`config.mk`:
```
export PLATFORM = sky130hd
export DESIGN_NAME = instr_fetch
export DESIGN_NICKNAME = d
export VERILOG_FILES = /design/src/rtl/mrv32_pkg.sv /design/src/rtl/sync_fifo.sv /design/src/rtl/instr_fetch.sv
export SDC_FILE = /design/constraint.sdc
export NUM_CORES = 1
export LEC_CHECK = 0
export CORE_AREA = 2 2 147 113
export CTS_CLUSTER_SIZE = 40
export DETAILED_ROUTE_END_ITERATION = 10
export DIE_AREA = 0 0 149 115
export GPL_TIMING_DRIVEN = 0
export PLACE_DENSITY_LB_ADDON = 0.12
export SETUP_SLACK_MARGIN = 0.15
export SYNTH_ARGS = -nofsm -noshare
export SYNTH_HDL_FRONTEND = slang
export SYNTH_SLANG_ARGS = --single-unit
```
`constraint.sdc`:
```
create_clock -name clk -period 8.4 [get_ports clk]
set_input_delay 0.84 -clock clk [delete_from_list [all_inputs] [get_ports clk]]
set_output_delay 0.84 -clock clk [all_outputs]
set_load 0.05 [all_outputs]
```
`src/rtl/mrv32_pkg.sv`:
```
// Shared constants and types for the mrv32 core.
// Memory geometry, reset vector and fetch-stage state encoding.
package mrv32_pkg;

  localparam int ADDR_WIDTH = 12;
  localparam int MEM_BYTES  = 1 << ADDR_WIDTH;
  localparam int RD_LATENCY = 2;

  localparam logic [31:0] RESET_PC = 32'h0000_0000;

  typedef enum logic {
    IDLE = 1'b0,
    RUN  = 1'b1
  } fetch_state_t;

  function automatic logic [31:0] align_pc(
    input logic [31:0] pc
  );
    return {pc[31:2], 2'b00};
  endfunction

endpackage

```
`src/rtl/sync_fifo.sv`:
```
// Single-clock FIFO with synchronous clear and occupancy count.
// Clear wins over push and pop issued in the same cycle.
module sync_fifo #(
  parameter int WIDTH = 32,
  parameter int DEPTH = 4
) (
  input  logic                     clk,
  input  logic                     rst_n,
  input  logic                     i_clr,
  input  logic                     i_push,
  input  logic [WIDTH-1:0]         i_wdata,
  input  logic                     i_pop,
  output logic [WIDTH-1:0]         o_rdata,
  output logic                     o_full,
  output logic                     o_empty,
  output logic [$clog2(DEPTH):0]   o_count
);

  localparam int AW = $clog2(DEPTH);
  localparam int CW = AW + 1;

  logic [WIDTH-1:0] r_mem [DEPTH];
  logic [AW-1:0]    r_wptr;
  logic [AW-1:0]    r_rptr;
  logic [CW-1:0]    r_count;
  logic             w_push;
  logic             w_pop;

  assign o_full  = (r_count == CW'(DEPTH));
  assign o_empty = (r_count == '0);
  assign o_count = r_count;
  assign o_rdata = r_mem[r_rptr];

  assign w_pop  = i_pop && !o_empty;
  assign w_push = i_push && (!o_full || w_pop);

  always_ff @(posedge clk or negedge rst_n) begin
    if (!rst_n) begin
      r_wptr  <= '0;
      r_rptr  <= '0;
      r_count <= '0;
    end else if (i_clr) begin
      r_wptr  <= '0;
      r_rptr  <= '0;
      r_count <= '0;
    end else begin
      if (w_push) r_wptr <= r_wptr + AW'(1);
      if (w_pop)  r_rptr <= r_rptr + AW'(1);
      unique case ({w_push, w_pop})
        2'b10:   r_count <= r_count + CW'(1);
        2'b01:   r_count <= r_count - CW'(1);
        default: ;
      endcase
    end
  end

  // Storage carries no reset; the count alone defines validity.
  always_ff @(posedge clk) begin
    if (w_push && !i_clr) r_mem[r_wptr] <= i_wdata;
  end

endmodule

```
`src/rtl/instr_fetch.sv`:
```
// Instruction fetch stage: credit-limited prefetch into a buffer,
// redirect flush, and dropping of responses to abandoned requests.
module instr_fetch
  import mrv32_pkg::*;
#(
  parameter int          ADDR_WIDTH = mrv32_pkg::ADDR_WIDTH,
  parameter logic [31:0] RESET_PC   = mrv32_pkg::RESET_PC,
  parameter int          FIFO_DEPTH = 4
) (
  input  logic                  clk,
  input  logic                  rst_n,
  input  logic                  fetch_en,
  input  logic                  redirect_valid,
  input  logic [31:0]           redirect_pc,
  output logic                  mem_valid,
  output logic [ADDR_WIDTH-1:0] mem_addr,
  output logic [31:0]           mem_wdata,
  output logic [3:0]            mem_wstrb,
  input  logic [31:0]           mem_rdata,
  input  logic                  mem_rvalid,
  output logic                  inst_valid,
  input  logic                  inst_ready,
  output logic [31:0]           inst_data,
  output logic [31:0]           inst_pc
);

  localparam int CW = $clog2(FIFO_DEPTH) + 1;

  fetch_state_t  r_state;
  logic [31:0]   r_fetch_pc;
  logic [31:0]   r_head_pc;
  logic [CW-1:0] r_out;
  logic [CW-1:0] r_drop;

  logic [CW-1:0] w_count;
  logic [31:0]   w_rdata;
  logic [31:0]   w_tgt;
  logic          w_full;
  logic          w_empty;
  logic          w_credit;
  logic          w_issue;
  logic          w_rsp;
  logic          w_push;
  logic          w_pop;
  logic          w_unused;

  assign w_tgt = align_pc(redirect_pc);

  // Stale in-flight requests still hold credit until they return.
  assign w_credit =
    (int'(r_out) + int'(w_count)) < FIFO_DEPTH;

  assign w_issue = (r_state == RUN) && fetch_en &&
                   !redirect_valid && w_credit;

  assign w_rsp  = mem_rvalid && (r_out != '0);
  assign w_push = w_rsp && (r_drop == '0) && !redirect_valid;
  assign w_pop  = !w_empty && inst_ready && !redirect_valid;

  assign mem_valid = w_issue;
  assign mem_addr  = r_fetch_pc[ADDR_WIDTH-1:0];
  assign mem_wdata = '0;
  assign mem_wstrb = '0;

  assign inst_valid = !w_empty;
  assign inst_data  = w_empty ? '0 : w_rdata;
  assign inst_pc    = r_head_pc;

  assign w_unused = ^{redirect_pc[1:0], r_fetch_pc, w_full};

  sync_fifo #(
    .WIDTH (32),
    .DEPTH (FIFO_DEPTH)
  ) u_fifo (
    .clk     (clk),
    .rst_n   (rst_n),
    .i_clr   (redirect_valid),
    .i_push  (w_push),
    .i_wdata (mem_rdata),
    .i_pop   (w_pop),
    .o_rdata (w_rdata),
    .o_full  (w_full),
    .o_empty (w_empty),
    .o_count (w_count)
  );

  always_ff @(posedge clk or negedge rst_n) begin
    if (!rst_n) begin
      r_state    <= IDLE;
      r_fetch_pc <= RESET_PC;
      r_head_pc  <= RESET_PC;
      r_out      <= '0;
      r_drop     <= '0;
    end else begin
      unique case (r_state)
        IDLE: if (fetch_en)  r_state <= RUN;
        RUN:  if (!fetch_en) r_state <= IDLE;
      endcase

      unique case ({w_issue, w_rsp})
        2'b10:   r_out <= r_out + CW'(1);
        2'b01:   r_out <= r_out - CW'(1);
        default: ;
      endcase

      // Everything still in flight at a redirect becomes stale.
      unique case (1'b1)
        redirect_valid: begin
          r_fetch_pc <= w_tgt;
          r_head_pc  <= w_tgt;
          r_drop     <= w_rsp ? r_out - CW'(1) : r_out;
        end
        default: begin
          if (w_issue)
            r_fetch_pc <= r_fetch_pc + 32'd4;
          if (w_pop)
            r_head_pc <= r_head_pc + 32'd4;
          if (w_rsp && (r_drop != '0))
            r_drop <= r_drop - CW'(1);
        end
      endcase
    end
  end

endmodule

```
* Word-level counts from Yosys, hierarchy flattened
Memories as Yosys holds them, arrays and structs flattened.
Cells that the tools add are included.
** Storage, ports and cells
- RAM bits :: 128
- Output and inout port bits :: 114
- Input bits :: 70
- Memories :: 1
- Register bits :: 78
- Logic and storage cells :: 70
** Cells by class
- Muxes and demuxes :: 18
- $lt $le $gt $ge :: 1
- Equal/unequal tests :: 5
- Reductions and logical operators :: 27
- Add/subtract/negate cells :: 10
** Memories
- u_fifo.r_mem :: depth 4, width 32, read ports 1, clocked after Yosys merged registers in 0, write ports 1, RTL line sync_fifo.sv:22 : logic [WIDTH-1:0] r_mem [DEPTH];
** Operators by type and width (number)
- $mux 32 :: 5
- $add 32x3->32 const B :: 2
- $logic_and 1x1->1 :: 12
- $mux 3 :: 4
- $pmux 3 s2 :: 2
- $reduce_bool 2->1 :: 6
- $reduce_bool 3->1 :: 3
- $sub 3x1->3 const B :: 3
- $mux 2 :: 4
- $add 3x1->3 const B :: 2
- $logic_not 3->1 :: 2
- $add 2x1->2 const B :: 2
- $add 3x3->4 :: 1
- $eq 2x1->1 const B :: 2
- $eq 2x2->1 const B :: 2
- $lt 4x3->1 const B :: 1
- $eq 3x3->1 const B :: 1
- $logic_not 1->1 :: 3
- $mux 1 :: 3
- $logic_or 1x1->1 :: 1

* Depth between registers and ports, before layout
- Depth in word-level cells :: 10
- Depth in mapped cells :: 9
- Mapped depth without buffers :: 9

* Modules after synthesis
A second synthesis with hierarchy kept.
** Unflattened totals
- Cells, all modules :: 624
- Area, all modules :: 8605.8 um^2
** Modules (own cells, without submodules)
- sync_fifo :: cells each 232, sequential area each 4018.9 um^2, times used 1, area each 5282.6 um^2
- instr_fetch :: cells each 392, sequential area each 1176.1 um^2, times used 1, area each 3323.2 um^2

* Least setup slack after synthesis
OpenSTA, ideal clock, no wires.
- Path type :: reg2reg
- Start point :: reg r_out[0]
- End point :: mem u_fifo.r_mem[0][0], enable pin
- Buffers on the path :: 0
- Clock period less this slack :: 2.844 ns
- Stages on the path, launching flop included :: 7
- Slack :: 5.556 ns
- Required time :: 8.008 ns
- Setup time :: 0.392 ns
- Data arrival time :: 2.452 ns
- Path through :: dfrtp_1 -> inv_1 -> ha_1 -> ha_1 -> nand4bb_1 -> nor3_1 -> and2_1
** On the way
- Longest elaborated chain between the ends :: 8
** RTL lines
- start: declaration :: RTL line instr_fetch.sv:32 : logic [CW-1:0] r_out;
- start signal: assignment :: RTL line instr_fetch.sv:101 : 2'b10: r_out <= r_out + CW'(1);
- start signal: assignment :: RTL line instr_fetch.sv:102 : 2'b01: r_out <= r_out - CW'(1);
- $reduce_bool 3->1 :: RTL line instr_fetch.sv:56 : assign w_rsp = mem_rvalid && (r_out != '0);
- $logic_and 1x1->1 :: RTL line instr_fetch.sv:56
- $logic_and 1x1->1 (2 in a row) :: RTL line instr_fetch.sv:57 : assign w_push = w_rsp && (r_drop == '0) && !redirect_valid;
- $logic_and 1x1->1 :: RTL line sync_fifo.sv:35 : assign w_push = i_push && (!o_full || w_pop);
- $logic_and 1x1->1 :: RTL line sync_fifo.sv:59 : if (w_push && !i_clr) r_mem[r_wptr] <= i_wdata;
- $mux 1 :: RTL line sync_fifo.sv:59
- $mux 1 (implied by the code) :: RTL line sync_fifo.sv:59
- end: declaration :: RTL line sync_fifo.sv:22
Every way passes these cells.

* Final worst setup path
- Start point :: reg u_fifo.r_count[2] (netlist: u_fifo.o_count[2])
- End point :: out inst_data[30]
** On the way
- Longest elaborated chain between the ends :: 2
** RTL lines
- start: declaration :: RTL line sync_fifo.sv:25 : logic [CW-1:0] r_count;
- start signal: assignment :: RTL line sync_fifo.sv:50 : 2'b10: r_count <= r_count + CW'(1);
- start signal: assignment :: RTL line sync_fifo.sv:51 : 2'b01: r_count <= r_count - CW'(1);
- $logic_not 3->1 :: RTL line sync_fifo.sv:30 : assign o_empty = (r_count == '0);
- $mux 32 :: RTL line instr_fetch.sv:66 : assign inst_data = w_empty ? '0 : w_rdata;
- end: declaration :: RTL line instr_fetch.sv:23 : output logic [31:0] inst_data,
Every way passes these cells.

==> impl_results.html <==
<table>
<tr><th>Metric</th><th>Value</th></tr>
<tr><th colspan="2">Setup path</th></tr>
<tr><td>Data required time of the worst path</td><td>7.56 ns</td></tr>
<tr><td>Worst setup path start</td><td>u_fifo.o_count[2]</td></tr>
<tr><td>Critical path start-end classification</td><td>flop to output port</td></tr>
<tr><td>Highest fanout seen on the critical path</td><td>10</td></tr>
<tr><td>Maximum single-stage delay on the critical path</td><td>0.77 ns</td></tr>
<tr><td>CP cell instances</td><td>clkbuf_2, nor3_1, clkbuf_1, nor2b_1, clkdlybuf4s50_1</td></tr>
<tr><td>Beginning of the worst register-to-register path</td><td>r_out[0]</td></tr>
<tr><td>Count of buffering cells on the critical path with inverters included</td><td>3</td></tr>
<tr><td>Crit end category</td><td>output port</td></tr>
<tr><td>CP arrival</td><td>3.13 ns</td></tr>
<tr><td>Kind of cell adding the most delay to the critical path</td><td>buffers and inverters</td></tr>
<tr><td>Startpoint kind of the worst setup timing path</td><td>flop</td></tr>
<tr><td>CP max stage cell</td><td>sky130_fd_sc_hd__nor3_1</td></tr>
<tr><th colspan="2">Yosys</th></tr>
<tr><td>Largest family of logic cells by synthesized area</td><td>simple AND/OR/NAND/NOR gates</td></tr>
<tr><td>Number of warning messages in the yosys log</td><td>0</td></tr>
<tr><td>Cell area after synthesis</td><td>0.00849 mm²</td></tr>
<tr><td>Number of instances in the synthesized netlist</td><td>624</td></tr>
<tr><td>Dominant synthesized flop cell</td><td>sky130_fd_sc_hd__edfxtp_1</td></tr>
<tr><td>Adder and majority cell fraction of the synthesized area</td><td>2.30%</td></tr>
<tr><td>Average instance area after synthesis</td><td>13.6 µm²</td></tr>
<tr><td>Proportion of synthesized chip area in sequential cells</td><td>61.2%</td></tr>
<tr><td>Xor/xnor share of the synthesized area</td><td>1.75%</td></tr>
<tr><td>Post-synth cell types</td><td>54</td></tr>
<tr><td>Number of enable-type register cells in the synthesized netlist</td><td>128</td></tr>
<tr><td>Number of register bits inferred by synthesis</td><td>182</td></tr>
<tr><td>Post-synthesis compound-gate area fraction</td><td>7.12%</td></tr>
<tr><td>Post-synthesis async set-or-reset flop share</td><td>29.7%</td></tr>
<tr><td>Simple-gate share of the synthesized area</td><td>12.7%</td></tr>
<tr><td>Multiplexer share of the synthesized area</td><td>8.98%</td></tr>
<tr><th colspan="2">STA</th></tr>
<tr><td>Clock period minus worst slack</td><td>3.97 ns</td></tr>
<tr><td>Fin. Hold Viols</td><td>0</td></tr>
<tr><td>Final Cycle Share</td><td>47.2%</td></tr>
<tr><td>Max Freq</td><td>252 MHz</td></tr>
<tr><td>Worst slew margin relative to its limit</td><td>38.5%</td></tr>
<tr><td>Actual slew at the worst max-slew pin</td><td>0.916 ns</td></tr>
<tr><td>RSZ-0062 raised after global routing</td><td>no</td></tr>
<tr><td>Max-slew violations</td><td>0</td></tr>
<tr><td>Layout Skew</td><td>0.00678 ns</td></tr>
<tr><td>Number of setup violations in the final report</td><td>0</td></tr>
<tr><td>Final sum of negative setup slack</td><td>0 ns</td></tr>
<tr><th colspan="2">Placed design</th></tr>
<tr><td>Final GP Congestion</td><td>0.848</td></tr>
<tr><td>Placement Cell Area</td><td>0.0103 mm²</td></tr>
<tr><td>Count of buffers from port buffering</td><td>140</td></tr>
<tr><td>Detailed Place HPWL</td><td>13300 µm</td></tr>
<tr><th colspan="2">Clock tree</th></tr>
<tr><td>Maximum clock path buffer count</td><td>2</td></tr>
<tr><td>Number of clock buffers inserted by TritonCTS</td><td>17</td></tr>
<tr><td>Number of H-tree branching levels</td><td>4</td></tr>
<tr><td>Clock latency on the worst-skew pair</td><td>0.42 ns</td></tr>
<tr><td>Clock tree from TritonCTS</td><td>built</td></tr>
<tr><td>Clock tree sinks</td><td>182</td></tr>
<tr><td>Post-CTS setup buffer count</td><td>0</td></tr>
<tr><td>Root buffer selected by CTS</td><td>sky130_fd_sc_hd__clkbuf_16</td></tr>
<tr><td>Clock-pin slew on the worst setup and hold paths</td><td>0.07 ns</td></tr>
<tr><td>CTS Hold Bufs</td><td>0</td></tr>
<tr><td>Total of cells resized after clock tree synthesis</td><td>0</td></tr>
<tr><th colspan="2">Worst hold path</th></tr>
<tr><td>Path class of the lowest-slack min-delay path</td><td>input port to async pin</td></tr>
<tr><th colspan="2">Power and ir drop</th></tr>
<tr><td>Logic gate share of total power</td><td>34.8%</td></tr>
<tr><td>Part of the power in the clock network</td><td>28.9%</td></tr>
<tr><td>Switching Fraction</td><td>35.8%</td></tr>
<tr><td>Static Leak</td><td>3.90 nW</td></tr>
<tr><td>Worst voltage drop across the vdd grid</td><td>0.000266 V</td></tr>
<tr><td>Flop pwr share</td><td>36.3%</td></tr>
<tr><td>Power per cell area</td><td>272 mW/mm²</td></tr>
<tr><td>Total internal power</td><td>1.92 mW</td></tr>
<tr><td>Net switching power</td><td>1.07 mW</td></tr>
<tr><th colspan="2">Floorplanning</th></tr>
<tr><td>I/O pins</td><td>184</td></tr>
<tr><td>Floorplan Core Area</td><td>0.0157 mm²</td></tr>
<tr><td>Horizontal die dimension</td><td>149 µm</td></tr>
<tr><td># rows</td><td>40</td></tr>
<tr><td>Total Die Area</td><td>0.0171 mm²</td></tr>
<tr><td>Starting density of the core</td><td>54.0%</td></tr>
<tr><td>Die Span Y</td><td>115 µm</td></tr>
<tr><th colspan="2">Global route</th></tr>
<tr><td>Wire length of the first global-routing pass</td><td>30000 µm</td></tr>
<tr><td>Number of antenna violations at the first check in global routing</td><td>0</td></tr>
<tr><td>Number of global-route vias before repair</td><td>5714</td></tr>
<tr><td>Pin count of the biggest net entering global routing</td><td>33</td></tr>
<tr><td>Total routing resource utilization after global routing</td><td>23.0%</td></tr>
<tr><td>Congestion Overflow GR</td><td>0</td></tr>
<tr><th colspan="2">Drt</th></tr>
<tr><td>Drt wl/cell</td><td>18.5 µm</td></tr>
<tr><td>Pre-antenna DRT Iters</td><td>5</td></tr>
<tr><td>Routed wire length</td><td>19400 µm</td></tr>
<tr><td>First-iteration detailed-routing DRC count</td><td>421</td></tr>
<tr><td>Residual antenna-violating net count after detailed routing</td><td>0</td></tr>
<tr><td>Detailed-route DRC error count</td><td>0</td></tr>
<tr><td>Number of vias after detailed routing</td><td>5875</td></tr>
<tr><td>Vias per cell</td><td>5.62</td></tr>
<tr><th colspan="2">Final layout</th></tr>
<tr><td>Most frequent cells in the layout</td><td>139 x sky130_fd_sc_hd__clkdlybuf4s50_1, 128 x sky130_fd_sc_hd__edfxtp_1, 54 x sky130_fd_sc_hd__dfrtp_1</td></tr>
<tr><td>Area Growth Syn to Fin</td><td>29.1%</td></tr>
<tr><td>Share of post-route cells with drive strength above 1</td><td>15.2%</td></tr>
<tr><td>Fin area</td><td>0.0110 mm²</td></tr>
<tr><td>Number of nets in the final layout</td><td>908</td></tr>
<tr><td>ANT cells</td><td>0</td></tr>
<tr><td>Commonest non-fill, non-tap cell in the layout</td><td>sky130_fd_sc_hd__clkdlybuf4s50_1</td></tr>
<tr><th colspan="2">Outcome</th></tr>
<tr><td>Outcome</td><td>completed</td></tr>
<tr><th colspan="2">Job</th></tr>
<tr><td>Max-cap check violation count</td><td>0</td></tr>
</table>
==> kinds of logic (layout without fill, tap and decap cells) <==
| logic type | count (synthesis) | count (layout) |
|---|---|---|
| buffers and inverters | 90 | 263 |
| xor gates and xnor gates | 17 | 17 |
| muxes | 36 | 36 |
| adders and majority gates | 15 | 15 |
| and+or+nand+nor | 191 | 191 |
| DFF | 182 | 182 |
| other | 1 | 40 |
| AOI/OAI and AO/OA | 92 | 92 |
==> metrics by stage <==
stage / setup slack, ns / power (mW) / hold WS (ns) / util [%] / std cells
finish: 4.43 / 2.99 / 0.453 / 69.7 / 1046
global route: 4.21 / 3.11 / 0.489 / 69.7 / 1046
CTS: 4.40 / 3.00 / 0.455 / 69.7 / 1046
detailed placement: 4.72 / 2.14 / 0.539 / 65.6 / 1014
global placement: 4.33 / 2.12 / 0.518 / 65.5 / 1013
floorplan: 5.56 / 1.82 / 0.493 / - / 663
==> layout make-up <==
class | instances | area, µm²
flip-flops and latches | 182 | 5190
fillers | 1111 | 4760
multi-input cells | 391 | 2940
repair buffers | 141 | 1420
plain buffers | 73 | 439
clock buffers | 17 | 425
well taps | 210 | 263
clock inverters | 15 | 215
inverters | 17 | 63.8
==> worst register-to-register path, cell delays in order (launching register included) <==
cell and delay [ns]:
sky130_fd_sc_hd__dfrtp_1 0.41, sky130_fd_sc_hd__inv_1 0.10, sky130_fd_sc_hd__ha_1 0.21, sky130_fd_sc_hd__ha_1 0.20, sky130_fd_sc_hd__nand4bb_1 0.35, sky130_fd_sc_hd__nor3_1 0.71, sky130_fd_sc_hd__and2_2 0.87
==> flip-flops by register name (all words and copies together) (netlist names) <==
| signal | cells |
|---|---|
| inst_pc | 30 |
| r_out | 3 |
| u_fifo.o_count | 3 |
| u_fifo.r_mem | 128 |
| r_fetch_pc | 10 |
| r_drop | 3 |
| u_fifo.r_wptr | 2 |
| r_state | 1 |
| u_fifo.r_rptr | 2 |
==> per-layer routing <==
| layer | track usage [%] | vias to the layer above | wire length [µm] |
|---|---|---|---|
| li1 | - | 2700 | - |
| met1 | 32.0 | 2910 | 8650 |
| met2 | 36.9 | 236 | 9110 |
| met3 | 5.00 | 29 | 1320 |
| met4 | 7.56 | 0 | 280 |
| met5 | 0 | - | 0 |
==> power by group through the flow <==
stage | Sequential, mW | Combinational, mW | Clock (mW)
global route | 1.09 | 1.11 | 0.907
floorplan | 1.16 | 0.653 | 0
CTS | 1.08 | 1.04 | 0.874
detailed placement | 1.10 | 1.04 | 0
global placement | 1.10 | 1.02 | 0
finish | 1.08 | 1.04 | 0.862
==> cells in the mapped netlist (2+ instances only) <==
cell	instances	area [µm²]
sky130_fd_sc_hd__and2_1	6	37.5
sky130_fd_sc_hd__or4_1	16	120
sky130_fd_sc_hd__o21bai_1	3	22.5
sky130_fd_sc_hd__nor3_1	8	40.0
sky130_fd_sc_hd__or3_1	6	37.5
sky130_fd_sc_hd__o31ai_1	18	135
sky130_fd_sc_hd__nand4_1	14	87.6
sky130_fd_sc_hd__nor2b_1	35	219
sky130_fd_sc_hd__nand2_1	30	113
sky130_fd_sc_hd__and3_1	7	43.8
sky130_fd_sc_hd__a21o_1	3	22.5
sky130_fd_sc_hd__nor2_1	31	116
sky130_fd_sc_hd__or4_2	3	26.3
sky130_fd_sc_hd__ha_1	14	175
sky130_fd_sc_hd__nand2b_1	2	12.5
sky130_fd_sc_hd__o21ai_0	17	85.1
sky130_fd_sc_hd__nand3_1	17	85.1
sky130_fd_sc_hd__nor4_1	6	37.5
sky130_fd_sc_hd__and4_1	3	26.3
sky130_fd_sc_hd__dfrtp_1	54	1350
sky130_fd_sc_hd__o31a_1	3	26.3
sky130_fd_sc_hd__o211ai_1	2	15.0
sky130_fd_sc_hd__xnor2_1	12	105
sky130_fd_sc_hd__mux2i_1	3	30.0
sky130_fd_sc_hd__inv_1	16	60.1
sky130_fd_sc_hd__nor4b_1	2	17.5
sky130_fd_sc_hd__edfxtp_1	128	3840
sky130_fd_sc_hd__xor2_1	5	43.8
sky130_fd_sc_hd__buf_2	5	25.0
sky130_fd_sc_hd__mux4_2	32	721
sky130_fd_sc_hd__a31oi_1	24	150
sky130_fd_sc_hd__clkbuf_1	26	97.6
sky130_fd_sc_hd__a21oi_1	12	60.1
sky130_fd_sc_hd__a211oi_1	2	15.0
sky130_fd_sc_hd__buf_4	40	300
==> path summary, 6_finish.rpt <==
path,end,slack (ns),cells after the start
hold / removal,inst_pc[16],0.45,1
min in group clk,r_out[0],0.55,1
hold reg to reg,r_out[0],0.55,1
setup / recovery,inst_data[30],4.43,5
setup reg to reg,u_fifo.r_mem[2][23],5.15,6
max in group asynchronous,r_out[0],7.34,2
Power figures use the tool's default switching activity.
